[config.mk]
export PLATFORM = sky130hd
export DESIGN_NAME = usb_protocol_ctrl
export DESIGN_NICKNAME = d
export VERILOG_FILES = /design/src/rtl/usb_protocol_ctrl.sv
export SDC_FILE = /design/constraint.sdc
export NUM_CORES = 1
export LEC_CHECK = 0
export ABC_CLOCK_PERIOD_IN_PS = 6800
export CORE_MARGIN = 3
export CORE_UTILIZATION = 45
export CTS_CLUSTER_DIAMETER = 200
export CTS_CLUSTER_SIZE = 28
export DETAILED_ROUTE_END_ITERATION = 7
export PLACE_DENSITY = 0.67
export SLEW_MARGIN = 40
export SYNTH_ARGS = -nofsm -noshare
export SYNTH_HDL_FRONTEND = slang
export SYNTH_SLANG_ARGS = --single-unit
[constraint.sdc]
create_clock -name clk -period 6.8 [get_ports clk]
set_input_delay 1.36 -clock clk [delete_from_list [all_inputs] [get_ports clk]]
set_output_delay 1.36 -clock clk [all_outputs]
set_load 0.01 [all_outputs]
[src/rtl/usb_protocol_ctrl.sv]
// Bulk-endpoint transaction sequencer: tracks OUT/IN transactions from receiver status and picks the transmitter packet.
// Optional USB_CTRL_TIMEOUT_EN bounds the wait for the host ACK after an IN data packet.
module usb_protocol_ctrl #(
    parameter int BUF_DEPTH      = 64,
    parameter int MAX_PKT        = 64,
    parameter int TIMEOUT_CYCLES = 640
) (
    input  logic       clk,
    input  logic       rst,
    input  logic [2:0] rx_packet,
    input  logic       store_rx_packet_data,
    input  logic [6:0] buffer_occupancy,
    input  logic       tx_data_ready,
    input  logic       tx_done,
    output logic [2:0] tx_packet,
    output logic       d_mode,
    output logic       clear_buffer,
    output logic       rx_data_ready,
    output logic       tx_transfer_done,
    output logic       rx_error,
    output logic       tx_error,
    output logic       busy
);
    localparam logic [2:0] RX_IN = 3'd1, RX_OUT = 3'd2, RX_ACK = 3'd3, RX_NAK = 3'd4;
    localparam logic [2:0] RX_DONE = 3'd5, RX_DATA = 3'd6, RX_ERROR = 3'd7;
    localparam logic [2:0] TX_NONE = 3'd0, TX_DATA0 = 3'd1, TX_ACK = 3'd2, TX_NAK = 3'd3;

    if (TIMEOUT_CYCLES < 1) begin : g_timeout_range
        $error("TIMEOUT_CYCLES must be at least 1");
    end

    typedef enum logic [3:0] {
        IDLE, OUT_TOKEN, OUT_WAIT, OUT_DATA, OUT_HS,
        IN_TOKEN, IN_DATA, IN_NAK, IN_WAIT_ACK
    } state_t;

    state_t     state_reg, state_next;
    logic [2:0] rx_prev_reg;
    logic       room_reg, room_next;
    logic [7:0] cnt_reg, cnt_next, cnt_plus;
    logic       hs_nak_reg, hs_nak_next;
    logic [2:0] tx_packet_reg, tx_packet_next;
    logic       d_mode_reg, d_mode_next;
    logic       clear_buffer_reg, clear_buffer_next;
    logic       rx_data_ready_reg, rx_data_ready_next;
    logic       tx_transfer_done_reg, tx_transfer_done_next;
    logic       rx_error_reg, rx_error_next;
    logic       tx_error_reg, tx_error_next;
    logic       ev, room_calc, wait_exit;

`ifdef USB_CTRL_TIMEOUT_EN
    localparam int TW = $clog2(TIMEOUT_CYCLES + 1);
    logic [TW-1:0] tmo_reg, tmo_next;
`endif

    assign ev        = (rx_packet != rx_prev_reg);
    assign room_calc = (BUF_DEPTH - int'(buffer_occupancy)) >= MAX_PKT;
    // A byte strobed on the DONE cycle still counts toward the length check.
    assign cnt_plus  = (store_rx_packet_data && cnt_reg != 8'hFF) ? cnt_reg + 8'd1 : cnt_reg;

    always_ff @(posedge clk) begin
        if (rst) begin
            state_reg            <= IDLE;
            rx_prev_reg          <= 3'd0;
            room_reg             <= 1'b0;
            cnt_reg              <= 8'd0;
            hs_nak_reg           <= 1'b0;
            tx_packet_reg        <= TX_NONE;
            d_mode_reg           <= 1'b0;
            clear_buffer_reg     <= 1'b0;
            rx_data_ready_reg    <= 1'b0;
            tx_transfer_done_reg <= 1'b0;
            rx_error_reg         <= 1'b0;
            tx_error_reg         <= 1'b0;
`ifdef USB_CTRL_TIMEOUT_EN
            tmo_reg              <= '0;
`endif
        end else begin
            state_reg            <= state_next;
            rx_prev_reg          <= rx_packet;
            room_reg             <= room_next;
            cnt_reg              <= cnt_next;
            hs_nak_reg           <= hs_nak_next;
            tx_packet_reg        <= tx_packet_next;
            d_mode_reg           <= d_mode_next;
            clear_buffer_reg     <= clear_buffer_next;
            rx_data_ready_reg    <= rx_data_ready_next;
            tx_transfer_done_reg <= tx_transfer_done_next;
            rx_error_reg         <= rx_error_next;
            tx_error_reg         <= tx_error_next;
`ifdef USB_CTRL_TIMEOUT_EN
            tmo_reg              <= tmo_next;
`endif
        end
    end

    always_comb begin
        state_next            = state_reg;
        room_next             = room_reg;
        cnt_next              = cnt_reg;
        hs_nak_next           = hs_nak_reg;
        clear_buffer_next     = 1'b0;
        rx_data_ready_next    = 1'b0;
        tx_transfer_done_next = 1'b0;
        rx_error_next         = 1'b0;
        tx_error_next         = 1'b0;
        wait_exit             = 1'b0;
`ifdef USB_CTRL_TIMEOUT_EN
        tmo_next              = '0;
`endif
        if (ev && rx_packet == RX_ERROR) begin
            state_next        = IDLE;
            rx_error_next     = 1'b1;
            clear_buffer_next = (state_reg == OUT_DATA);
        end else begin
            case (state_reg)
                IDLE: begin
                    if (ev && rx_packet == RX_OUT) begin
                        state_next = OUT_TOKEN;
                        room_next  = room_calc;
                    end else if (ev && rx_packet == RX_IN) begin
                        state_next = IN_TOKEN;
                    end
                end
                OUT_TOKEN: begin
                    if (ev) begin
                        if (rx_packet == RX_DONE) begin
                            state_next = OUT_WAIT;
                        end else begin
                            state_next    = IDLE;
                            rx_error_next = 1'b1;
                        end
                    end
                end
                OUT_WAIT: begin
                    if (ev && rx_packet == RX_DATA) begin
                        state_next = OUT_DATA;
                        cnt_next   = 8'd0;
                    end
                end
                OUT_DATA: begin
                    cnt_next = cnt_plus;
                    if (ev && rx_packet == RX_DONE) begin
                        if (int'(cnt_plus) > MAX_PKT) begin
                            state_next        = IDLE;
                            rx_error_next     = 1'b1;
                            clear_buffer_next = 1'b1;
                        end else if (!room_reg) begin
                            state_next        = OUT_HS;
                            hs_nak_next       = 1'b1;
                            clear_buffer_next = 1'b1;
                        end else begin
                            state_next         = OUT_HS;
                            hs_nak_next        = 1'b0;
                            rx_data_ready_next = 1'b1;
                        end
                    end
                end
                OUT_HS:  if (tx_done) state_next = IDLE;
                IN_TOKEN: begin
                    if (ev && rx_packet == RX_DONE)
                        state_next = tx_data_ready ? IN_DATA : IN_NAK;
                end
                IN_DATA: if (tx_done) state_next = IN_WAIT_ACK;
                IN_NAK:  if (tx_done) state_next = IDLE;
                IN_WAIT_ACK: begin
                    if (ev && rx_packet == RX_ACK) begin
                        wait_exit             = 1'b1;
                        tx_transfer_done_next = 1'b1;
                        clear_buffer_next     = 1'b1;
                    end else if (ev && (rx_packet == RX_NAK || rx_packet == RX_IN ||
                                        rx_packet == RX_OUT)) begin
                        wait_exit     = 1'b1;
                        tx_error_next = 1'b1;
                    end
`ifdef USB_CTRL_TIMEOUT_EN
                    else if (tmo_reg == TW'(TIMEOUT_CYCLES - 1)) begin
                        wait_exit     = 1'b1;
                        tx_error_next = 1'b1;
                    end
                    tmo_next = tmo_reg + 1'b1;
`endif
                    if (wait_exit) state_next = IDLE;
                end
                default: state_next = IDLE;
            endcase
        end
    end

    always_comb begin
        tx_packet_next = TX_NONE;
        d_mode_next    = 1'b0;
        case (state_next)
            OUT_HS: begin
                tx_packet_next = hs_nak_next ? TX_NAK : TX_ACK;
                d_mode_next    = 1'b1;
            end
            IN_DATA: begin
                tx_packet_next = TX_DATA0;
                d_mode_next    = 1'b1;
            end
            IN_NAK: begin
                tx_packet_next = TX_NAK;
                d_mode_next    = 1'b1;
            end
            default: ;
        endcase
    end

    assign tx_packet        = tx_packet_reg;
    assign d_mode           = d_mode_reg;
    assign clear_buffer     = clear_buffer_reg;
    assign rx_data_ready    = rx_data_ready_reg;
    assign tx_transfer_done = tx_transfer_done_reg;
    assign rx_error         = rx_error_reg;
    assign tx_error         = tx_error_reg;
    assign busy             = (state_reg != IDLE);
endmodule

-- After elaboration in Yosys (flattened, before gate mapping)
Cells that the tools add are included.
- flip-flop bits (word level): 26
- input bits: 15
- output and inout bits: 10
- add/subtract/negate cells: 2
- magnitude comparators: 2
- equal/unequal tests: 21
- multiplexer cells: 41
- bitwise operators: 4
- reduce and logical (&&, ||, !) cells: 20
- operators with widths (kind ; number):
    $mux 4 ; 10
    $pmux 4 s8 ; 1
    $eq 4x3->1 const B ; 7
    $mux 1 ; 22
    $mux 8 ; 2
    $pmux 8 s2 ; 1
    $eq 3x3->1 const B ; 4
    $add 8x1->8 const B ; 1
    $eq 4x2->1 const B ; 2
    $ge 8x8->1 const B ; 1
    $gt 8x7->1 const B ; 1
    $logic_and 1x1->1 ; 8
    $ne 8x8->1 const B ; 1
    $sub 7x7->8 const A ; 1
    $eq 3x2->1 const B ; 2
    $pmux 2 s3 ; 1
    $reduce_and 3->1 ; 2
    $reduce_or 3->1 ; 2
    $reduce_or 5->1 ; 1
    $eq 4x1->1 const B ; 1
    $eq 4x4->1 const B ; 1
    $logic_not 4->1 ; 1
    $not 1->1 ; 4
    $pmux 1 s2 ; 2
    other kinds (10) ; 11

-- Logic depth before layout (Yosys ltp)
Gate-level depths: netlist (run 1).
- depth after elaboration: 14
- mapped depth: 7
- gate-level depth less buffers: 7

-- Least setup slack after synthesis (run 1)
No wires, ideal clock.
- path kind: in2reg
- start point: in store_rx_packet_data
- end point: reg tx_packet_reg[0] (netlist: tx_packet[0])
- setup time: 0.070 ns
- data arrival time: 2.913 ns
- required time: 6.730 ns
- slack: 3.817 ns
- cell stages on the path: 6
- buffers on the path: 0
- cell sequence: nand3_1 -> a2111oi_2 -> xor2_1 -> o41a_1 -> or4_1 -> a21oi_1
- word-level cells in the longest chain between the ends: 9
- ends and longest elaborated chain (what ; RTL line ; text):
    start: declaration ; 11 ; input logic store_rx_packet_data,
    $logic_and 1x1->1 * ; 59 ; assign cnt_plus = (store_rx_packet_data && cnt_reg != 8'hFF) ? cnt_reg + 8'd1 : cnt_reg;
    $mux 8 * ; 59 ;
    $gt 8x7->1 * ; 144 ; if (int'(cnt_plus) > MAX_PKT) begin
    $mux 3 or $mux 1 (tied branches) ; 144 ;
    $mux 4 or $mux 1 (tied branches) ; 143 ; if (ev && rx_packet == RX_DONE) begin
    $pmux 4 s8 or $mux 1 (tied branches) ; 116 ; case (state_reg)
    $mux 4 or $mux 1 (tied branches) ; 111 ; if (ev && rx_packet == RX_ERROR) begin
    $eq 4x3->1 or $mux 1 (tied branches) ; 193, 195 ;
    $pmux 2 s3 * ; 193 ; case (state_next)
    end signal: assignment ; 84 ; tx_packet_reg <= tx_packet_next;
    end: declaration ; 42 ; logic [2:0] tx_packet_reg, tx_packet_next;
Every way passes the cells marked *; elsewhere a longest branch is shown, timed or not.
A chain may end at the register's enable or synchronous reset.

-- Final worst setup path (run 1)
- start point: in rx_packet[2]
- end point: reg tx_packet_reg[1] (netlist: tx_packet[1])
- word-level cells in the longest chain between the ends: 13
- ends and longest elaborated chain (what ; RTL line ; text):
    start: declaration ; 10 ; input logic [2:0] rx_packet,
    $eq 3x3->1 or $eq 3x1->1 (tied branches) ; 171, 121 ;
    $logic_or 1x1->1 (2 in a row) ; 171 ; end else if (ev && (rx_packet == RX_NAK || rx_packet == RX_IN ||
    $logic_and 1x1->1 ; 171 ;
    $mux 1 ; 171 ;
    $mux 1 ; 167 ; if (ev && rx_packet == RX_ACK) begin
    $mux 1 ; 116 ;
    $mux 1 ; 111 ;
    $mux 4 ; 183 ; if (wait_exit) state_next = IDLE;
    $pmux 4 s8 ; 116 ;
    $mux 4 * ; 111 ;
    $eq 4x3->1 ; 193 ;
    $pmux 2 s3 * ; 193 ;
Every way passes the cells marked *; elsewhere a longest branch is shown, timed or not. The select of a mux whose other input is x is not followed.

==> results by group, run 1 <==
Global routing
  – GRT Residual Overflow: 0
  – Total track usage: about 18%
  – Vias in the first global route: ~1400
  – Initial antenna violation count: 0
  – Global-route wire length before repair: 6127 um
  – Largest net degree at the start of global routing: 20

Yosys
  – Synthesized flop and latch total: 25
  – EDFF count, synth: 0
  – Ys async rst share: 0%
  – Synth warnings: 0
  – Sequential element share of the synthesized area: a little under a third
  – Netlist cell types: between 50 and 60
  – Post-Synthesis Cells: just over 200
  – Mean Syn Cell Area: slightly below 8 um2
  – Main synth FF type: dfxtp_1
  – Cell Area, Synth: between 0.0015 and 0.002 mm2
  – Syn nets: 221

CTS
  – # hold bufs at CTS: 0
  – Clock Path Buffers: 2
  – Cts repair resizes: 0
  – CTS Sinks: 25
  – CTS tree: yes
  – H-tree lvl count: 1
  – Post-CTS Setup Bufs: 0
  – Clock Tree Root: clkbuf_4
  – Total CTS buffers: 3
  – Worst-Skew Late Latency: roughly 330 ps
  – Clock slew at reported path FFs: between 100 and 150 ps

Die
  – Die Span Y: roughly 66 um
  – # rows: 20
  – Core area: 0.003203 mm2
  – Chip Width: 65.52 um
  – Starting Density: between 40% and 50%
  – DIE AREA: roughly 0.0043 mm2
  – Io pins: 25

Critical path
  – Max FO, Critical Path: 15
  – Setup crit end: tx_packet[1]
  – Crit path DAT: about 3700 ps
  – CP Class: in2reg
  – Crit. path cell count: 7
  – Slowest CP cell: clkdlybuf4s50_1
  – Reg2reg start: cnt_reg[1]
  – Worst Reg2Reg Path Length in Cells: 7
  – Critical path required time: ~7000 ps
  – R2R Setup Slk: between 4000 and 5000 ps
  – Family with the most delay on the worst path: compound AO/OA/AOI/OAI gates
  – Critical Path Source Type: input pin
  – Worst stage delay on the critical path: approximately 770 ps
  – Crit. End Element: flip-flop
  – CP startpoint: rx_packet[2]
  – CP Buf/Inv Count: 1
  – Crit path cell chain: clkdlybuf4s50_1 > nand2_1 > nor3_1 > a221oi_1 > a211oi_2 > xnor2_1 > a221oi_1
  – Most common cell on crit path: a221oi_1
  – Reg-to-Reg End: tx_packet[1]

Layout
  – Finished Layout Cells: approximately 260
  – Most frequent cells in the layout: 25 x dfxtp_1, 23 x clkdlybuf4s50_1, 21 x nand2_1
  – Final instance area: 0.001828 mm2
  – ANT cells: 0
  – Area Growth Syn to Fin: 14.68%
  – Commonest non-fill, non-tap cell in the layout: dfxtp_1
  – Final net count: 235
  – Share of cells above drive strength 1: a little under 7%
  – Max reg flops: 8

Timing
  – Fmax: ~0.29 GHz
  – Setup TNS: 0 ps
  – Final Skew: 4.030 ps
  – Final Max Slew Viols: 0
  – Final hold violations: 0
  – Final period utilization: between 50 and 60%
  – Worst hold slack: approximately 500 ps
  – Setup violations, final: 0
  – Slew of the pin with the lowest slew margin: approximately 680 ps
  – Post-layout min period: approximately 3500 ps
  – Slew headroom: a little over half
  – RSZ-0062 raised after global routing: false

Routing
  – Vias/cell: approximately 5.7
  – M1 wire length: 1805 um
  – Routed met2 length: ~1600 um
  – Final wirelength: about 3600 um
  – Total number of vias: between 1000 and 1500
  – Final ANT Viol Nets: 0
  – WL met3: ~180 um
  – DRC: 0
  – DR WL/cell: between 10 and 15 um
  – DRT Pass-1 Iters: 4
  – DRT iter0 DRCs: 95
  – Max Used Layer: met4

Placement
  – Dpl cells: 258
  – Final HPWL DP: roughly 2700 um
  – Port bufs: 23
  – Dpl cell area: between 0.0015 and 0.002 mm2
  – GP Congestion: approximately 0.87

Power and ir drop
  – Pwr per Cell Area: 143.7 mW/mm2
  – Total power: between 200 and 300 uW
  – P_leak: ~0.00059 uW
  – VDD IR max: 0.0001214 V

Flow run
  – Max-cap check violation count: 0

Run status
  – Status: complete, no violations

Min path
  – Hold crit path type: reg2reg
[cells by family (layout without fill, tap and decap cells)]
family | after synthesis | after routing | synth area share, %
AND/OR/NAND/NOR | 98 | 98 | 32.65
AO/OA/AOI/OAI | 46 | 46 | 19.47
flip-flops | 25 | 25 | 31.40
buffers and inverters | 19 | 32 | 6.280
multiplexers | 8 | 8 | 5.337
XOR/XNOR | 7 | 7 | 3.846
adder cells (fa/ha/maj) | 1 | 1 | 0.7848
other | 1 | 1 | 0.2353
[area by class of cell]
| class | count | area, um2 |
|---|---|---|
| Sequential cell | 25 | 500.5 |
| Multi-Input combinational cell | 161 | 993.5 |
| Clock inverter | 1 | 7.507 |
| Tap cell | 44 | 55.05 |
| Clock buffer | 3 | 22.52 |
| Inverter | 5 | 18.77 |
| Timing Repair Buffer | 23 | 230.2 |
| Fill cell | 354 | 1375 |
[worst min-delay path by stage]
stage                             to  cells after the start  slack [ps]  startpoint
after floorplan           hs_nak_reg                      2         450  hs_nak_reg
after global placement    hs_nak_reg                      2         480  hs_nak_reg
after detailed placement  hs_nak_reg                      2         470  hs_nak_reg
after CTS                 hs_nak_reg                      2         500  hs_nak_reg
after global routing      hs_nak_reg                      2         540  hs_nak_reg
final                     hs_nak_reg                      2         500  hs_nak_reg
[worst reg2reg max path: cells and delay by family, from the launching register on]
family	cells	cell delay, ps
adders and majority gates	1	300
muxes	1	400
DFF	1	440
AOI/OAI and AO/OA	3	1090
and+or+nand+nor	2	320
[through the flow]
step                      worst slack [ps]  util, %
final                                 3337    57.07
after detailed placement              3012    56.13
after floorplan                       3817        -
after global routing                  3127    57.07
after CTS                             3358    57.07
after global placement                3083    56.13
[report_power, final]
group	switching (uW)	internal, uW	total, uW
combinational	19.3	20.7	40.0
clock	46.8	22.6	69.4
sequential	4.15	149	153
[synthesized netlist by cell type (all sizes together), types with 2 or more instances]
cell    count  area [um2]
dfxtp      25       500.5
nand2      21       78.83
nor2       19       71.32
a21oi      11       55.05
nor3       11       55.05
o21ai      11       55.05
nand3       9       50.05
clkbuf      8       30.03
buf         6       51.30
nor2b       6       37.54
xnor2       6       52.55
inv         5       18.77
nand2b      5       31.28
a31oi       4       25.02
mux2        4       45.04
mux2i       4       40.04
nor3b       4       30.03
a22oi       3       22.52
and2        3       18.77
nand3b      3       22.52
or3         3       18.77
a211oi      2       20.02
a221oi      2       17.52
a311oi      2       17.52
nand4       2       12.51
nor4        2       12.51
o31ai       2       15.01
or2         2       12.52
or4         2       15.01
or4b        2       20.02
[layer usage]
metal | vias up | GRT usage, %
li1 | 758 | -
met1 | 685 | 25.76
met2 | 39 | 27.31
met3 | 5 | 3.761
met4 | 0 | 3.368
met5 | - | 0
Power figures use the tool's default switching activity.
==> inputs of run 2 (changes only) <==
ABC_CLOCK_PERIOD_IN_PS = 3530   (was 6800)
clock period = 3.53 ns   (was 6.8 ns; I/O delays follow)
==> run 2 against run 1 <==
Combinational power grew 99%. Core utilization increased by 0.63 points. First-iteration DRC count up 41%. Critical path depth is the same. Count of clock-buffer cells in the layout unchanged. Sequential cell count unchanged. Clock power increased by 79%. Highest routed layer unchanged.
==> results by group, run 2 (synthesis gave the netlist of run 1 again) <==
Layout
  – Commonest non-fill, non-tap cell in the layout: dfxtp_1
  – Area Growth Syn to Fin: 15.93%
  – Max reg flops: 8 (unchanged)
  – Most frequent cells in the layout: 25 x dfxtp_1, 23 x clkdlybuf4s50_1, 21 x nand2_1
  – Share of cells above drive strength 1: 8.145% (+1.3 points)
  – Fillers: 313 (-12%)
  – Layout Utilization: 57.70% (+0.63 points)
  – Register Area: 500.5 um2 (unchanged)
  – ANT cells: 0 (unchanged)
  – Multi-input combinational cell area: 993.5 um2 (unchanged)
  – Final net count: 238 (+1.3%)

Min path
  – Hold crit path type: reg2reg
  – WHS Path Cells: 2 (unchanged)
  – Worst Hold End: hs_nak_reg
  – Hold Startpoint: hs_nak_reg

Routing
  – Total number of vias: 1509 (+1.5%)
  – M1 wire length: 1705 um (-5.5%)
  – Max Used Layer: met4
  – DRT Pass-1 Iters: 4 (unchanged)
  – DRT iter0 DRCs: 134 (+41%)
  – DR WL/cell: 13.18 um (-3.8%)
  – Routed met2 length: 1568 um (-0.76%)
  – Final wirelength: 3494 um (-2.7%)
  – WL met3: 205 um (+16%)
  – Vias/cell: 5.694 (+0.33%)
  – Final ANT Viol Nets: 0 (unchanged)
  – DRC: 0 (unchanged)

Critical path
  – CP Buf/Inv Count: 1 (unchanged)
  – CP Class: in2reg
  – Slowest CP cell: clkdlybuf4s50_1
  – Reg2reg start: cnt_reg[0]
  – Reg-to-Reg End: tx_packet[0]
  – Critical path required time: 3790 ps (-3250 ps)
  – Family with the most delay on the worst path: compound AO/OA/AOI/OAI gates
  – Critical Path Source Type: input pin
  – Crit path cell chain: clkdlybuf4s50_1 > nand3_1 > a2111oi_2 > xor2_1 > o41a_1 > or4_1 > a21oi_1
  – Crit path DAT: 3040 ps (-660 ps)
  – R2R Setup Slk: 1000 ps (-3160 ps)
  – Max FO, Critical Path: 7 (-8)
  – Worst stage delay on the critical path: 570 ps (-200 ps)
  – Crit. End Element: flip-flop
  – Worst Reg2Reg Path Length in Cells: 7 (unchanged)

CTS
  – H-tree lvl count: 1 (unchanged)
  – Total CTS buffers: 3 (unchanged)
  – Worst-Skew Late Latency: 320 ps (about the same)
  – Clock slew at reported path FFs: 130 ps (about the same)
  – Cts repair resizes: 0 (unchanged)
  – Clock Path Buffers: 2 (unchanged)
  – Clock Tree Root: clkbuf_4
  – Post-CTS Setup Bufs: 0 (unchanged)
  – CTS tree: yes
  – CTS Sinks: 25 (unchanged)
  – # hold bufs at CTS: 0 (unchanged)

Die
  – Chip Width: 65.52 um (unchanged)
  – Core area: 0.003203 mm2 (unchanged)
  – Starting Density: 49.77% (unchanged)
  – Die Span Y: 65.52 um (unchanged)
  – Io pins: 25 (unchanged)
  – # rows: 20 (unchanged)
  – DIE AREA: 0.004292 mm2 (unchanged)

Global routing
  – GRT Residual Overflow: 0 (unchanged)
  – Largest net degree at the start of global routing: 15 (-25%)
  – Initial antenna violation count: 0 (unchanged)
  – Total track usage: 17.67% (-0.14 points)
  – Global-route wire length before repair: 6147 um (+0.33%)
  – Vias in the first global route: 1383 (+2.3%)

Placement
  – GP Congestion: 0.8585 (-1.5%)
  – Setup WS pre-CTS: 447.6 ps (-2564 ps)
  – Final HPWL DP: 2743 um (+2.2%)
  – Port bufs: 23 (unchanged)

Power and ir drop
  – Pwr per Cell Area: 269.7 mW/mm2 (+88%)
  – P_leak: 0.0006039 uW (+3.1%)
  – Total power: 498.4 uW (+90%)
  – VDD IR max: 0.0001896 V (+56%)

Timing
  – RSZ-0062 raised after global routing: false
  – Fmax: between 0.3 and 0.4 GHz
  – Final Max Slew Viols: 0 (unchanged)
  – Post-layout min period: 2781 ps
  – Setup violations, final: 0 (unchanged)
  – Fin worst setup slack: 748.7 ps (-2588 ps)
  – Final hold violations: 0 (unchanged)
  – Slew of the pin with the lowest slew margin: 585.4 ps (-95.10 ps)
  – Final Skew: 5.119 ps (+1.089 ps)
  – Final period utilization: 78.79%
  – Setup TNS: 0 ps (unchanged)
  – Slew headroom: 60.61% (+6.1 points)

Flow run
  – Max-cap check violation count: 0 (unchanged)

Run status
  – Status: complete, no violations
-- run 2: changes by cell type in the layout (fill, tap and decap cells not counted), sizes merged --
| cell | delta |
|---|---|
| buf | +3 |
| clkinv | +1 |
| clkinvlp | -1 |
-- run 2: cell type report --
cell class	instances	area share (%)
multi-input cells	161	53.76
flip-flops and latches	25	27.08
repair buffers	26	13.68
well taps	44	2.979
clock buffers	3	1.219
inverters	5	1.016
clock inverters	1	0.2708
-- run 2: stage by stage --
| stage | hold slack, ps | cells | area [um2] |
|---|---|---|---|
| CTS | 503.7 | 265 | 1848 |
| finish | 497.9 | 265 | 1848 |
| floorplan | 448.4 | 205 | 1594 |
| global placement | 473.8 | 261 | 1821 |
| global route | 528.7 | 265 | 1848 |
| detailed placement | 484.6 | 261 | 1821 |
-- run 2: worst max path at each step --
stage                         startpoint      endpoint  depth (start not counted)  slack [ps]
floorplan           store_rx_packet_data  tx_packet[0]                          6        1200
global placement            rx_packet[0]  tx_packet[1]                          6         490
detailed placement  store_rx_packet_data  tx_packet[0]                          7         450
CTS                 store_rx_packet_data  tx_packet[0]                          7         760
global route        store_rx_packet_data  tx_packet[0]                          7         570
finish              store_rx_packet_data  tx_packet[0]                          7         750
-- run 2: report_power, final --
part,internal [uW],switching [uW]
combinational,42.1,37.5
clock,42.4,81.5
sequential,287,7.74
-- run 2: routing by layer --
layer | track usage, % | vias up
li1 | - | 769
met1 | 24.42 | 694
met2 | 27.69 | 44
met3 | 4.274 | 2
met4 | 4.145 | 0
met5 | 0 | -
-- run 2: tightest hold or removal path, cell delays in order (launching register included) --
cell,delay (ps)
dfxtp_1,340
o31ai_1,70
a21oi_1,60
==> inputs of run 3 (changes only) <==
ABC_CLOCK_PERIOD_IN_PS = 2390   (was 3530)
PLACE_DENSITY = 0.69   (was 0.67)
clock period = 2.39 ns   (was 3.53 ns; I/O delays follow)
==> run 3 against run 2 <==
Via count grew 8.0%. Sequential cell count is the same. Global-route usage grew 1.9 points. First-iteration DRC count shrank 25%. Highest routed layer unchanged. Die area is the same. Clock skew grew 1.8 ps. Core utilization grew 7.3 points. Final cell count grew 11%. Clock power grew 46%. Wire length grew 13%. Sequential share of layout area shrank 2.8 points. Sequential power grew 48%.
==> results by group, run 3 (synthesis gave the netlist of run 1 again) <==
CTS
  – CTS tree: yes
  – CTS Sinks: 25 (unchanged)
  – Clock slew at reported path FFs: 130 ps (about the same)
  – Cts repair resizes: 0 (unchanged)
  – Total CTS buffers: 3 (unchanged)
  – H-tree lvl count: 1 (unchanged)
  – # hold bufs at CTS: 0 (unchanged)
  – Post-CTS Setup Bufs: 0 (unchanged)
  – Clock Tree Root: clkbuf_4
  – Clock Path Buffers: 2 (unchanged)
  – Worst-Skew Late Latency: 320 ps (about the same)

Layout
  – Area Growth Syn to Fin: 30.69%
  – Max reg flops: 8 (unchanged)
  – Final instance area: 0.002083 mm2 (+13%)
  – Share of cells above drive strength 1: 20.48% (+12 points)
  – ANT cells: 0 (unchanged)
  – Final net count: 266 (+12%)
  – Most frequent cells in the layout: 31 x buf_4, 23 x clkdlybuf4s50_1, 21 x nand2_1, 21 x dfxtp_1, 19 x nor2_1
  – Finished Layout Cells: 293 (+11%)
  – Commonest non-fill, non-tap cell in the layout: buf_4

Critical path
  – Crit path cell chain: or2_1 > or3_1 > clkdlybuf4s50_1
  – Critical Path Source Type: flip-flop
  – Reg-to-Reg End: tx_packet[0]
  – Max FO, Critical Path: 6 (-1)
  – CP startpoint: state_reg[2]
  – Setup crit end: busy
  – Crit path DAT: 1820 ps (-1220 ps)
  – Worst Reg2Reg Path Length in Cells: 7 (unchanged)
  – R2R Setup Slk: 140 ps (-860 ps)
  – Critical path required time: 1910 ps (-1880 ps)
  – Slowest CP cell: clkdlybuf4s50_1
  – CP Class: reg2out
  – Reg2reg start: cnt_reg[0]
  – Crit. End Element: output pin
  – Worst stage delay on the critical path: 490 ps (-80 ps)

Die
  – Io pins: 25 (unchanged)
  – Starting Density: 49.77% (unchanged)
  – DIE AREA: 0.004292 mm2 (unchanged)
  – Core area: 0.003203 mm2 (unchanged)
  – Die Span Y: 65.52 um (unchanged)
  – # rows: 20 (unchanged)
  – Chip Width: 65.52 um (unchanged)

Power and ir drop
  – VDD IR max: 0.0003447 V (+82%)
  – Total power: 756.5 uW (+52%)
  – P_leak: 0.0007494 uW (+24%)
  – Pwr per Cell Area: 363.1 mW/mm2 (+35%)

Timing
  – Fin worst setup slack: 90.09 ps (-658.6 ps)
  – Final Skew: 6.893 ps (+1.774 ps)
  – Post-layout min period: ~2300 ps
  – Final period utilization: 96.23%
  – Setup violations, final: 0 (unchanged)
  – Final Max Slew Viols: 0 (unchanged)
  – Final hold violations: 0 (unchanged)
  – Fmax: about 0.43 GHz
  – Worst hold slack: 489.1 ps (-8.789 ps)

Routing
  – DRT iter0 DRCs: 101 (-25%)
  – Final ANT Viol Nets: 0 (unchanged)
  – Total number of vias: 1629 (+8.0%)
  – DR WL/cell: 13.48 um (+2.3%)
  – DRT Pass-1 Iters: 4 (unchanged)
  – DRC: 0 (unchanged)
  – Final wirelength: 3951 um (+13%)
  – Vias/cell: 5.560 (-2.4%)

Placement
  – Dpl cells: 289 (+11%)
  – Dpl cell area: 0.002031 mm2 (+12%)
  – Final HPWL DP: 3133 um (+14%)
  – GP Congestion: 0.9027 (+5.1%)
  – Port bufs: 23 (unchanged)
  – Setup WS pre-CTS: -223.7 ps (-671.3 ps)

Global routing
  – Global-route wire length before repair: 6748 um (+9.8%)
  – Largest net degree at the start of global routing: 15 (unchanged)
  – Total track usage: 19.54% (+1.9 points)
  – Vias in the first global route: 1590 (+15%)
  – Initial antenna violation count: 0 (unchanged)
  – GRT Residual Overflow: 0 (unchanged)

Flow run
  – Max-cap check violation count: 0 (unchanged)

Min path
  – Hold crit path type: reg2reg

Run status
  – Status: complete, no violations
run 3: changes by cell type in the layout (fill, tap and decap cells not counted):
cell / before / now
dfxtp_2: 0 / 4
o41ai_1: 1 / 0
buf_4: 3 / 31
a2111oi_4: 0 / 1
o21ai_0: 11 / 8
a2111oi_2: 1 / 0
o41ai_2: 0 / 1
o21ai_1: 0 / 3
dfxtp_1: 25 / 21
run 3: final cells by class:
type                    instances  area, um2
well taps                      44      55.05
repair buffers                 54      462.9
clock buffers                   3      22.52
fillers                       304       1120
inverters                       5      18.77
multi-input cells             161       1013
clock inverters                 1      5.005
flip-flops and latches         25      505.5
run 3: per-layer routing:
metal,track usage [%],wire [um],vias to the layer above
met4,4.663,42,0
met3,4.274,172,6
li1,-,-,822
met5,0,0,-
met1,25.89,1954,760
met2,32.24,1781,41
run 3: critical path: cells and delay by family (launching register included):
family | cells | cell delay [ps]
buffers and inverters | 1 | 490
flip-flops | 1 | 370
AND/OR/NAND/NOR | 2 | 640
run 3: through the flow:
step           setup TNS [ps]  util [%]
5_1_grt                -5.389     65.04
2_1_floorplan               0         -
3_3_place_gp            -1163     63.40
6_report                    0     65.04
3_5_place_dp            -1320     63.40
4_1_cts                     0     64.26
run 3: report_power, final:
group | switching, uW | internal, uW | total (uW) | leakage [uW]
Combinational | 61.0 | 78.5 | 139 | 0.000527
Clock | 118 | 62.7 | 181 | 0.0000177
Sequential | 12.1 | 424 | 436 | 0.000205
run 3: worst min path at each step:
stage | start | to | slack, ps | depth (start not counted)
after floorplan | hs_nak_reg | hs_nak_reg | 450 | 2
after global placement | hs_nak_reg | hs_nak_reg | 470 | 2
after detailed placement | hs_nak_reg | hs_nak_reg | 470 | 2
after CTS | hs_nak_reg | hs_nak_reg | 490 | 2
after global routing | hs_nak_reg | hs_nak_reg | 530 | 2
final | hs_nak_reg | hs_nak_reg | 490 | 2
